<file path="src/rtl/game_step_scheduler.sv">
// game_step_scheduler: arbitrates manual and autoplay requests for the single
// 2048 move/fill engine, sequences one engine step per grant, resets the engine
// for new games, counts completed moves and latches game-over / timeout status.
module game_step_scheduler #(
  parameter int INIT_CYCLES    = 2,
  parameter int AUTO_PERIOD    = 50000000,
  parameter int TIMEOUT_CYCLES = 1024,
  parameter int CNT_W          = 16
) (
  input  logic             clk,
  input  logic             rst,
  input  logic             btn_req,
  input  logic             auto_en,
  input  logic             new_game,
  input  logic             eng_done,
  input  logic             eng_stuck,
  output logic             eng_rst,
  output logic             eng_run,
  output logic             grant_man,
  output logic             grant_auto,
  output logic             busy,
  output logic             game_over,
  output logic             timeout_err,
  output logic [CNT_W-1:0] move_count,
  output logic [2:0]       state
);

  localparam int INIT_W = $clog2(INIT_CYCLES + 1);
  localparam int AUTO_W = $clog2(AUTO_PERIOD + 1);
  localparam int TMR_W  = $clog2(TIMEOUT_CYCLES + 1);

  typedef enum logic [2:0] {
    S_INIT = 3'd0,
    S_IDLE = 3'd1,
    S_STEP = 3'd2,
    S_OVER = 3'd3,
    S_ERR  = 3'd4
  } state_t;

  state_t             state_q, state_d;
  logic [INIT_W-1:0]  init_cnt_q, init_cnt_d;
  logic [AUTO_W-1:0]  auto_cnt_q, auto_cnt_d;
  logic [TMR_W-1:0]   timer_q, timer_d;
  logic [CNT_W-1:0]   move_q, move_d;
  logic               pend_man_q, pend_man_d;
  logic               pend_auto_q, pend_auto_d;
  logic               last_auto_q, last_auto_d;
  logic               btn_prev_q, btn_prev_d;
  logic               game_over_q, game_over_d;
  logic               timeout_q, timeout_d;
  logic               grant_man_q, grant_man_d;
  logic               grant_auto_q, grant_auto_d;
  logic               btn_edge, auto_fire, pick_man, pick_auto;

  // Next-state logic: request capture, arbitration and step sequencing.
  always_comb begin
    btn_prev_d   = btn_req;
    btn_edge     = btn_req & ~btn_prev_q;
    auto_fire    = 1'b0;
    auto_cnt_d   = '0;
    if (auto_en) begin
      if (auto_cnt_q == AUTO_W'(AUTO_PERIOD - 1)) begin
        auto_fire = 1'b1;
      end else begin
        auto_cnt_d = auto_cnt_q + 1'b1;
      end
    end

    state_d      = state_q;
    init_cnt_d   = init_cnt_q;
    timer_d      = timer_q;
    move_d       = move_q;
    pend_man_d   = pend_man_q;
    pend_auto_d  = pend_auto_q;
    last_auto_d  = last_auto_q;
    game_over_d  = game_over_q;
    timeout_d    = timeout_q;
    grant_man_d  = 1'b0;
    grant_auto_d = 1'b0;
    pick_man     = 1'b0;
    pick_auto    = 1'b0;

    if (new_game) begin
      state_d     = S_INIT;
      init_cnt_d  = '0;
      pend_man_d  = 1'b0;
      pend_auto_d = 1'b0;
      move_d      = '0;
      game_over_d = 1'b0;
      timeout_d   = 1'b0;
    end else begin
      case (state_q)
        S_INIT: begin
          pend_man_d  = 1'b0;
          pend_auto_d = 1'b0;
          if (init_cnt_q == INIT_W'(INIT_CYCLES - 1)) begin
            state_d = S_IDLE;
          end else begin
            init_cnt_d = init_cnt_q + 1'b1;
          end
        end
        S_IDLE: begin
          // On a tie the side that did not win last time gets the engine.
          pick_man  = pend_man_q & (~pend_auto_q | last_auto_q);
          pick_auto = pend_auto_q & ~pick_man;
          if (pick_man | pick_auto) begin
            state_d      = S_STEP;
            timer_d      = '0;
            grant_man_d  = pick_man;
            grant_auto_d = pick_auto;
            last_auto_d  = pick_auto;
          end
          pend_man_d  = (pend_man_q & ~pick_man) | btn_edge;
          pend_auto_d = auto_en & ((pend_auto_q & ~pick_auto) | auto_fire);
        end
        S_STEP: begin
          timer_d     = timer_q + 1'b1;
          pend_man_d  = pend_man_q | btn_edge;
          pend_auto_d = auto_en & (pend_auto_q | auto_fire);
          // The first STEP cycle still sees the previous step's frozen done flag.
          if ((timer_q != '0) && eng_done) begin
            if (eng_stuck) begin
              state_d     = S_OVER;
              game_over_d = 1'b1;
            end else begin
              state_d = S_IDLE;
              if (move_q != {CNT_W{1'b1}}) move_d = move_q + 1'b1;
            end
          end else if (timer_q == TMR_W'(TIMEOUT_CYCLES - 1)) begin
            state_d   = S_ERR;
            timeout_d = 1'b1;
          end
        end
        default: begin
          pend_man_d  = 1'b0;
          pend_auto_d = 1'b0;
        end
      endcase
    end
  end

  // State and status registers with synchronous reset.
  always_ff @(posedge clk) begin
    if (rst) begin
      state_q      <= S_INIT;
      init_cnt_q   <= '0;
      auto_cnt_q   <= '0;
      timer_q      <= '0;
      move_q       <= '0;
      pend_man_q   <= 1'b0;
      pend_auto_q  <= 1'b0;
      last_auto_q  <= 1'b1;
      btn_prev_q   <= 1'b0;
      game_over_q  <= 1'b0;
      timeout_q    <= 1'b0;
      grant_man_q  <= 1'b0;
      grant_auto_q <= 1'b0;
    end else begin
      state_q      <= state_d;
      init_cnt_q   <= init_cnt_d;
      auto_cnt_q   <= auto_cnt_d;
      timer_q      <= timer_d;
      move_q       <= move_d;
      pend_man_q   <= pend_man_d;
      pend_auto_q  <= pend_auto_d;
      last_auto_q  <= last_auto_d;
      btn_prev_q   <= btn_prev_d;
      game_over_q  <= game_over_d;
      timeout_q    <= timeout_d;
      grant_man_q  <= grant_man_d;
      grant_auto_q <= grant_auto_d;
    end
  end

  assign eng_rst     = (state_q == S_INIT);
  assign eng_run     = (state_q == S_INIT) || (state_q == S_STEP);
  assign busy        = eng_run;
  assign grant_man   = grant_man_q;
  assign grant_auto  = grant_auto_q;
  assign game_over   = game_over_q;
  assign timeout_err = timeout_q;
  assign move_count  = move_q;
  assign state       = state_q;

endmodule

</file>
<file path="config.mk">
export PLATFORM = sky130hd
export DESIGN_NAME = game_step_scheduler
export DESIGN_NICKNAME = d
export VERILOG_FILES = /design/src/rtl/game_step_scheduler.sv
export SDC_FILE = /design/constraint.sdc
export NUM_CORES = 1
export LEC_CHECK = 0
export ABC_AREA = 1
export CAP_MARGIN = 20
export CORE_ASPECT_RATIO = 1.75
export CORE_MARGIN = 2
export CORE_UTILIZATION = 52
export DETAILED_ROUTE_END_ITERATION = 6
export GPL_TIMING_DRIVEN = 0
export PLACE_DENSITY_LB_ADDON = 0.3
export SETUP_SLACK_MARGIN = 0.5
export SYNTH_ARGS = -nofsm -noshare
export SYNTH_HDL_FRONTEND = slang
export SYNTH_SLANG_ARGS = --single-unit
</file>
<file path="constraint.sdc">
create_clock -name clk -period 1.6 [get_ports clk]
set_input_delay 0.48 -clock clk [delete_from_list [all_inputs] [get_ports clk]]
set_output_delay 0.48 -clock clk [all_outputs]
set_load 0.03 [all_outputs]
</file>
==> results of run 1 <==
-- synthesized netlist by cell type, types with 4 or more instances --
| library cell | instances | share of area [%] |
|---|---|---|
| nor2_4 | 4 | 1.2 |
| buf_4 | 4 | 0.83 |
| nand2_1 | 138 | 14 |
| a21oi_2 | 9 | 2.2 |
| nor3_1 | 13 | 1.8 |
| dfxtp_1 | 66 | 36 |
| nand2_2 | 12 | 2.1 |
| nor2_1 | 91 | 9.4 |
| nand4_1 | 12 | 2.1 |
| inv_1 | 64 | 6.6 |
| o21ai_0 | 11 | 1.5 |
| nand3b_1 | 4 | 0.83 |
| ha_1 | 5 | 1.7 |
| xor2_1 | 9 | 2.2 |
| nand3_1 | 25 | 3.4 |
| xnor2_1 | 12 | 2.9 |
| a21oi_1 | 35 | 4.8 |
-- flip-flops by register name, summed over array words and instances, names as in the netlist --
| signal | count |
|---|---|
| auto_cnt_q | 26 |
| btn_prev_q | 1 |
| game_over | 1 |
| grant_auto | 1 |
| grant_man | 1 |
| init_cnt_q | 2 |
| last_auto_q | 1 |
| move_count | 16 |
| pend_auto_q | 1 |
| pend_man_q | 1 |
| state | 3 |
| timeout_err | 1 |
| timer_q | 11 |
-- metal layers --
layer	part of all wire, %	up-vias	wire length, um
li1	-	1960	-
met5	0	-	0
met2	52	362	8483
met1	30	2205	5011
met3	7.7	147	1271
met4	10	0	1693
-- final cells by class --
class | count | area, sq um | share of cell area, %
Multi-Input combinational cell | 400 | 2700 | 44.11
Sequential cell | 66 | 1429 | 23.34
Timing Repair Buffer | 107 | 1156 | 18.89
Clock buffer | 12 | 277.8 | 4.538
Inverter | 67 | 274.0 | 4.477
Buffer | 8 | 108.9 | 1.778
Tap cell | 84 | 105.1 | 1.717
Clock inverter | 4 | 70.07 | 1.145
-- worst paths after layout --
path / to / cells after the start
setup reg to reg: move_count[14] / 10
hold reg to reg: auto_cnt_q[0] / 1
hold / removal: timer_q[1] / 2
setup / recovery: move_count[14] / 10
-- cells by family after synthesis --
group	after synthesis
AND/OR/NAND/NOR	312
buffers and inverters	75
flip-flops	66
AO/OA/AOI/OAI	62
XOR/XNOR	21
adder cells (fa/ha/maj)	5
-- stage by stage --
step | setup WS [ns] | power [mW] | setup TNS (ns) | util [%] | hold slack (ns)
6_report | -0.2424 | 4.894 | -3.338 | 89.93 | 0.4065
5_1_grt | -0.3777 | 4.992 | -7.211 | 89.93 | 0.4215
4_1_cts | -0.01561 | 4.614 | -0.05579 | 83.07 | 0.4020
3_5_place_dp | -0.3834 | 2.111 | -10.76 | 62.79 | 0.4488
3_3_place_gp | -0.3008 | 2.098 | -8.155 | 62.79 | 0.4387
2_1_floorplan | 0.1271 | 1.995 | 0 | - | 0.4283
-- power breakdown --
part	internal [mW]	switching (mW)	total, mW
sequential	1.64	0.0344	1.68
clock	1.54	0.802	2.34
combinational	0.379	0.498	0.877
total	3.56	1.33	4.89
-- repair_timing --
action,CTS,global route
buffers inserted,50,21
resized for setup,332,82
pin swaps,36,42
hold endpoints to repair,0,0
endpoints found under the setup margin,91,91
cloned,5,0
-- worst max-delay path, stage by stage, from the launching register on --
cell	delay (ns)
dfxtp_1	0.49
nor2_1	0.14
nand2_1	0.15
nor2_2	0.07
nand2_4	0.11
nand3_4	0.11
nor2_4	0.27
buf_8	0.17
buf_4	0.12
nand2_4	0.04
a21oi_2	0.10
==> results.tsv, run 1 <==
metric	value	unit
die_w	67.20	um
gr-max-usage-layer	met2	
regToRegSetupSlack	-0.24	ns
endpoint_kind	flip-flop	
grt_max_degree	12	
fillers	260	
worst_slew_pin_slew	0.5083	ns
clk_pin_slew	0.06	ns
ir_drop	0.0009296	V
drt_iter0_drc	665	
start_util	53.40	%
worstPathRequired	1.88	ns
cts_hold_buffers	0	
synth_top_family_by_area	simple AND/OR/NAND/NOR gates	
drive_gt1_share	52.56	%
relSlewSlack	66.12	%
antenna_left	0	
fp.dieH	114.6	um
min_path_type	in2reg	
clock_sinks	66	
synthMuxAreaShare	0	%
period_minus_slack	1.842	ns
port_buffers	31	
place_area	4274	sq um
drc	1	
first_pass_iters	7	
start_kind	flip-flop	
routed_wl	16.46	mm
globalplace.congestion	0.9314	
grtUsageTotal	35.44	%
worstPathMaxFanout	5	
antenna_cells	0	
ios	33	
first_global_vias	4286	
layout_common_cells	nand2_1 (108), nor2_1 (57), inv_1 (48), buf_6 (48), buf_4 (44)	
final_net_count	671	
coreArea	6807	sq um
synth_flop_cell	dfxtp_1	
avgSynthCellArea	6.719	sq um
synthSimpleGateAreaFrac	37.93	%
rows	40	
num_vias	4674	
fin_cells	748	
fin_ws	-0.2424	ns
critPathKind	reg2reg	
status	complete, but fails checks	
grt_overflow_total	0	
finClkSkew	0.01312	ns
antenna_found_initial	0	
worstHoldStart	rst	
drv_slew	0	
synth-edff-count	0	
ys_types	35	
synthArstFlopShare	0	%
worstReg2RegStart	timer_q[6]	
ys_seq_elements	66	
final_hold_viol_count	0	
htree_levels	3	
fin_crit_sh	115.1	%
clk_latency	0.35	ns
place_inst	656	
p_leak	2.391	nW
die_area	7701	sq um
synth-compound-area-share	10.22	%
crit_arrival	2.12	ns
wl_per_cell	22.00	um
cts_root_buf	clkbuf_16	
avgViaCountPerCell	6.249	
met3_usage	7.375	%
final_common_cell	nand2_1	
syn_area	3635	sq um
synthXorXnorAreaFrac	5.060	%
cp-startpoint	timer_q[6]	
drv_cap	0	
grt_setup_unrepaired	yes	
synthAdderAreaFrac	1.721	%
violations	design-rule violations, negative setup slack	
grt_use_met2	65.87	%
p_per_area	799.6	nW/um^2
cts.path.max_buffers	2	
finalSetupViolations	36	
synth_warnings	0	
dpl.hpwl	7.094	mm
stdcell_area	6121	sq um
syn_to_final_growth	68.40	%
max_freq	542.8	MHz
yosysSeqAreaShare	36.35	%
grt_pass1_wl	20.11	mm
syn_nets	553	
grt_use_met1	30.95	%
cts_tree	built	
syn_inst	541	
cts_made_buffers	9	
Note: power is estimated with default switching activity, not from simulation.
==> run 2: changes to the inputs <==
--- a/config.mk
+++ b/config.mk
@@ -12,7 +12,7 @@
 export CORE_UTILIZATION = 52
 export DETAILED_ROUTE_END_ITERATION = 6
 export GPL_TIMING_DRIVEN = 0
-export PLACE_DENSITY_LB_ADDON = 0.3
+export PLACE_DENSITY = 0.86
 export SETUP_SLACK_MARGIN = 0.5
 export SYNTH_ARGS = -nofsm -noshare
 export SYNTH_HDL_FRONTEND = slang
==> run 2 against run 1 <==
  * The flow still finishes with violations (design-rule violations, negative setup slack)
  * Die area unchanged
  * Count of clock-buffer cells in the layout fell by 2
  * Hold slack better by 0.014 ns
  * Highest routed layer unchanged
==> results.tsv, run 2 (synthesis gave the netlist of run 1 again) <==
metric	value	unit
status	complete, but fails checks	
violations	design-rule violations, negative setup slack	
grt_pass1_wl	19.73	mm
critPathBufInv	4	
critPathKind	reg2reg	
whs	0.4203	ns
min_path_type	in2reg	
port_buffers	31	
fin_ws	-0.3265	ns
die_w	67.20	um
globalplace.congestion	1.014	
final.setup.tns	-7.351	ns
routed_wl	18.71	mm
drt_iter0_drc	915	
slowest_delay	0.39	ns
first_global_vias	4219	
die_area	7701	sq um
cts_hold_buffers	0	
htree_levels	3	
syn_to_final_growth	67.64	%
p_leak	2.325	nW
worstPathRequired	1.86	ns
final_net_count	680	
final_hold_viol_count	0	
fin_cells	757	
cts.path.max_buffers	2	
crit_path_cell_trace	nor2_2 -> inv_1 -> nor2_2 -> nand2_4 -> nand3_4 -> inv_2 -> nand2_4 -> buf_12 -> buf_12 -> nand2_2 -> a21oi_2	
clock_sinks	66	
finalSetupViolations	54	
drv_cap	0	
final_common_cell	nand2_1	
ir_drop	0.001117	V
regMostFlops	auto_cnt_q	
antenna_cells	0	
largest_register_ffs	26	
place_inst	656	
layout_common_cells	nand2_1 (108), nor2_1 (67), buf_6 (63), inv_1 (51), buf_4 (45)	
start_kind	flip-flop	
fillers	261	
clk_pin_slew	0.06	ns
grtUsageTotal	34.16	%
dpl.hpwl	6.702	mm
drv_slew	0	
num_vias	4929	
antenna_found_initial	0	
drive_gt1_share	50.37	%
rows	40	
antenna_left	0	
grt_max_degree	12	
cts_made_buffers	9	
first_pass_iters	7	
finClkSkew	0.01604	ns
worstPathMaxFanout	5	
avgViaCountPerCell	6.511	
stdcell_area	6093	sq um
crit_path_top_delay_cell	dfxtp_1	
cts_root_buf	clkbuf_16	
fp.dieH	114.6	um
fin_crit_sh	120.4	%
finalPower	5.103	mW
relSlewSlack	72.19	%
clk_latency	0.35	ns
cts_tree	built	
place_area	4274	sq um
ios	33	
pre_cts_slack	-0.2822	ns
endpoint_kind	flip-flop	
grt_overflow_total	0	
critical-path-top-delay-family	simple AND/OR/NAND/NOR gates	
p_per_area	837.5	nW/um^2
period_minus_slack	1.927	ns
postLayoutCoreUtil	89.52	%
crit_arrival	2.19	ns
start_util	53.40	%
coreArea	6807	sq um
max_freq	519.1	MHz
worst_slew_pin_slew	0.4172	ns
drc	26	
grt_setup_unrepaired	yes	
wl_per_cell	24.72	um
-- run 2: cell type report --
cell class	count	area (sq um)	area share, %
multi-input cells	400	2610	42.83
flip-flops and latches	66	1431	23.49
repair buffers	116	1204	19.75
inverters	67	276.5	4.538
clock buffers	10	239.0	3.922
clock inverters	6	127.6	2.094
well taps	84	105.1	1.725
plain buffers	8	100.1	1.643
-- run 2: layer usage --
layer	up-vias	part of all wire [%]	routed length, um	GRT usage [%]
met1	2204	30	5649	34.51
met2	510	46	8688	58.68
li1	1973	-	-	-
met5	-	0	0	0
met4	0	11	2094	24.90
met3	242	12	2282	8.358
-- run 2: final timing paths --
| kind | cells past startpoint | startpoint | to | slack, ns |
|---|---|---|---|---|
| min reg2reg | 1 | auto_cnt_q[0] | auto_cnt_q[0] | 0.48 |
| max reg2reg | 11 | timer_q[2] | move_count[7] | -0.33 |
| min | 2 | rst | timer_q[8] | 0.42 |
| max | 11 | timer_q[2] | move_count[7] | -0.33 |
-- run 2: power breakdown --
group | total (mW) | internal (mW) | switching, mW
clock | 2.51 | 1.71 | 0.799
sequential | 1.68 | 1.64 | 0.0354
combinational | 0.916 | 0.409 | 0.506
total | 5.10 | 3.76 | 1.34
-- run 2: timing repair --
item	4_1_cts	5_1_grt
cloned	4	1
gates resized for setup	283	119
endpoints found under the setup margin	91	91
buffers inserted	50	30
pin swaps	21	38
hold endpoints to repair	0	0
==> run 3: changes to the inputs <==
--- a/config.mk
+++ b/config.mk
@@ -5,11 +5,10 @@
 export SDC_FILE = /design/constraint.sdc
 export NUM_CORES = 1
 export LEC_CHECK = 0
-export ABC_AREA = 1
+export ABC_AREA = 0
 export CAP_MARGIN = 20
 export CORE_ASPECT_RATIO = 1.75
-export CORE_MARGIN = 2
-export CORE_UTILIZATION = 52
+export CORE_UTILIZATION = 51
 export DETAILED_ROUTE_END_ITERATION = 6
 export GPL_TIMING_DRIVEN = 0
 export PLACE_DENSITY = 0.86
==> run 3 against run 2 <==
  * The flow finishes with violations (negative setup slack)
  * Highest routed layer unchanged
  * Largest power group is now registers
  * Worst setup slack worse by 0.32 ns
  * Count of clock-buffer cells in the layout up 1
  * First-iteration DRC count down 44%
  * Via count down 22%
==> results.tsv, run 3 <==
metric	value	unit
r2r_cells	6	
cts_root_buf	clkbuf_8	
largest_register_ffs	26	
min_path_type	reg2reg	
finalSetupViolations	69	
syn_inst	369	
antenna_found_initial	1	
synthArstFlopShare	0	%
critPathKind	reg2reg	
first_pass_iters	5	
drive_gt1_share	56.10	%
ys_seq_elements	66	
max_freq	445.1	MHz
worstHoldStart	auto_cnt_q[24]	
grt_overflow_total	0	
whs	0.5118	ns
ir_drop	0.0009414	V
clk_pin_slew	0.08	ns
final.setup.tns	-15.85	ns
port_buffers	32	
regMostFlops	auto_cnt_q	
htree_levels	3	
antenna_left	0	
syn_nets	381	
crit_path_cell_trace	ha_4 -> nand3_4 -> buf_4 -> or4_1 -> o21ai_0 -> a21oi_2	
cts_tree	built	
synth_top_cell_by_area	dfxtp_1	
globalplace.congestion	0.8711	
rows	37	
yosysSeqAreaShare	42.32	%
violations	negative setup slack	
fp.dieH	105.5	um
slowest_delay	0.62	ns
hold_end	auto_cnt_q[24]	
final_net_count	499	
grt_pass1_wl	17.22	mm
hold_depth	2	
critical-path-top-delay-family	compound AO/OA/AOI/OAI gates	
synth_flop_cell	dfxtp_1	
drv_slew	0	
dpl.hpwl	5.271	mm
drc	0	
r2r_end	move_count[14]	
ios	33	
endpoint_kind	flip-flop	
syn_to_final_growth	69.90	%
grtUsageTotal	37.38	%
yosysMostFrequentCell	dfxtp_1	
synth-edff-count	0	
avgSynthCellArea	8.460	sq um
die_area	6450	sq um
grt_setup_unrepaired	yes	
num_vias	3864	
worstSetupPathDepth	6	
crit_path_top_delay_cell	o21ai_0	
drv_cap	0	
final_common_cell	buf_6	
finClkSkew	0.02777	ns
cts_hold_buffers	0	
fin_ws	-0.6469	ns
start_kind	flip-flop	
cts.path.max_buffers	2	
relSlewSlack	50.29	%
drt_iter0_drc	516	
finalPower	3.428	mW
clk_latency	0.38	ns
routed_wl	14.92	mm
critPathBufInv	1	
grt_max_degree	12	
worst_slew_pin_slew	0.7379	ns
synth_area_leaders	dfxtp_1 (42%), nor2_1 (7.1%), xor2_1 (6.5%)	
pre_cts_slack	-0.8141	ns
fin_crit_sh	140.4	%
syn_area	3122	sq um
status	complete, but fails checks	
regToRegSetupSlack	-0.65	ns
final_hold_viol_count	0	
period_minus_slack	2.247	ns
avgViaCountPerCell	6.767	
die_w	61.14	um
layout_common_cells	buf_6 (52), buf_4 (45), nor2_1 (33), dfxtp_4 (24), nand2_1 (23)	
clock_sinks	66	
synth_warnings	0	
wl_per_cell	26.12	um
first_global_vias	3559	
worstPathMaxFanout	5	
ys_types	50	
synth_top_area_share	42.32	%
p_leak	1.936	nW
crit_arrival	2.46	ns
cts_made_buffers	9	
start_util	53.10	%
coreArea	5879	sq um
worstReg2RegStart	move_count[0]	
synth_top_cells_by_count	dfxtp_1 (66), nor2_1 (59), nand2_1 (28), xor2_1 (23), nand3_1 (22)	
worstPathRequired	1.81	ns
p_per_area	646.3	nW/um^2
## run 3: cell count changes after synthesis, sizes merged, moves of 6 or more
cell and change:
nand2 -125, inv -55, nor2 -38, a21oi -28
xor2 +14, or3 +8, nor4 +7, nor3 -6
or4 +6
## run 3: final cells by class
cell class | count | area (sq um)
Inverter | 11 | 43.79
Sequential cell | 66 | 1439
Clock buffer | 11 | 141.4
Antenna cell | 1 | 2.502
Tap cell | 78 | 97.59
Multi-Input combinational cell | 283 | 2350
Timing Repair Buffer | 105 | 1061
Fill cell | 221 | 575.6
Buffer | 11 | 140.1
Clock inverter | 5 | 28.78
## run 3: worst max path at each step
stage / start / endpoint / slack (ns)
after floorplan: state[2] / move_count[12] / -0.27
after global placement: new_game / timer_q[9] / -0.74
after detailed placement: new_game / timer_q[5] / -0.81
after CTS: state[2] / move_count[12] / -0.28
after global routing: move_count[4] / move_count[14] / -0.99
final: move_count[0] / move_count[14] / -0.65
## run 3: tightest hold or removal path, cell delays in order, from the launching register on
cell and delay [ns]:
dfxtp_1 0.34, o21ai_2 0.08, a21oi_2 0.05
## run 3: stage by stage
step	util, %	cell area, sq um	cells
floorplan	-	3318	369
global placement	63.55	3736	479
detailed placement	63.55	3736	479
CTS	81.08	4767	541
global route	90.17	5301	570
finish	90.21	5304	571
## run 3: cells by family (layout without fill, tap and decap cells)
| group | Yosys count | in the layout | synth area share (%) |
|---|---|---|---|
| simple gates | 191 | 192 | 32.67 |
| fa+ha+maj | 5 | 5 | 2.004 |
| other cells | 0 | 1 | 0 |
| buf+inv | 22 | 143 | 3.366 |
| flops | 66 | 66 | 42.32 |
| compound gates | 49 | 50 | 9.540 |
| xor+xnor | 36 | 36 | 10.10 |
## run 3: where the power goes
group / leakage, nW / internal [mW] / switching (mW)
combinational: 1.28 / 0.206 / 0.241
clock: 0.0894 / 0.599 / 0.745
sequential: 0.563 / 1.62 / 0.0182
total: 1.94 / 2.42 / 1.00
## run 3: repair_timing
action | CTS | global route
pin swaps | 48 | 36
gates resized for setup | 304 | 80
gates cloned | 4 | 1
endpoints found under the setup margin | 91 | 91
buffers inserted | 42 | 28
## run 3: metal layers
layer / routed length [um] / vias up / track usage, %
met1: 4418 / 1789 / 33.59
met3: 1311 / 177 / 13.13
li1: - / 1548 / -
met5: 0 / - / 0
met2: 7355 / 350 / 62.66
met4: 1830 / 0 / 30.84
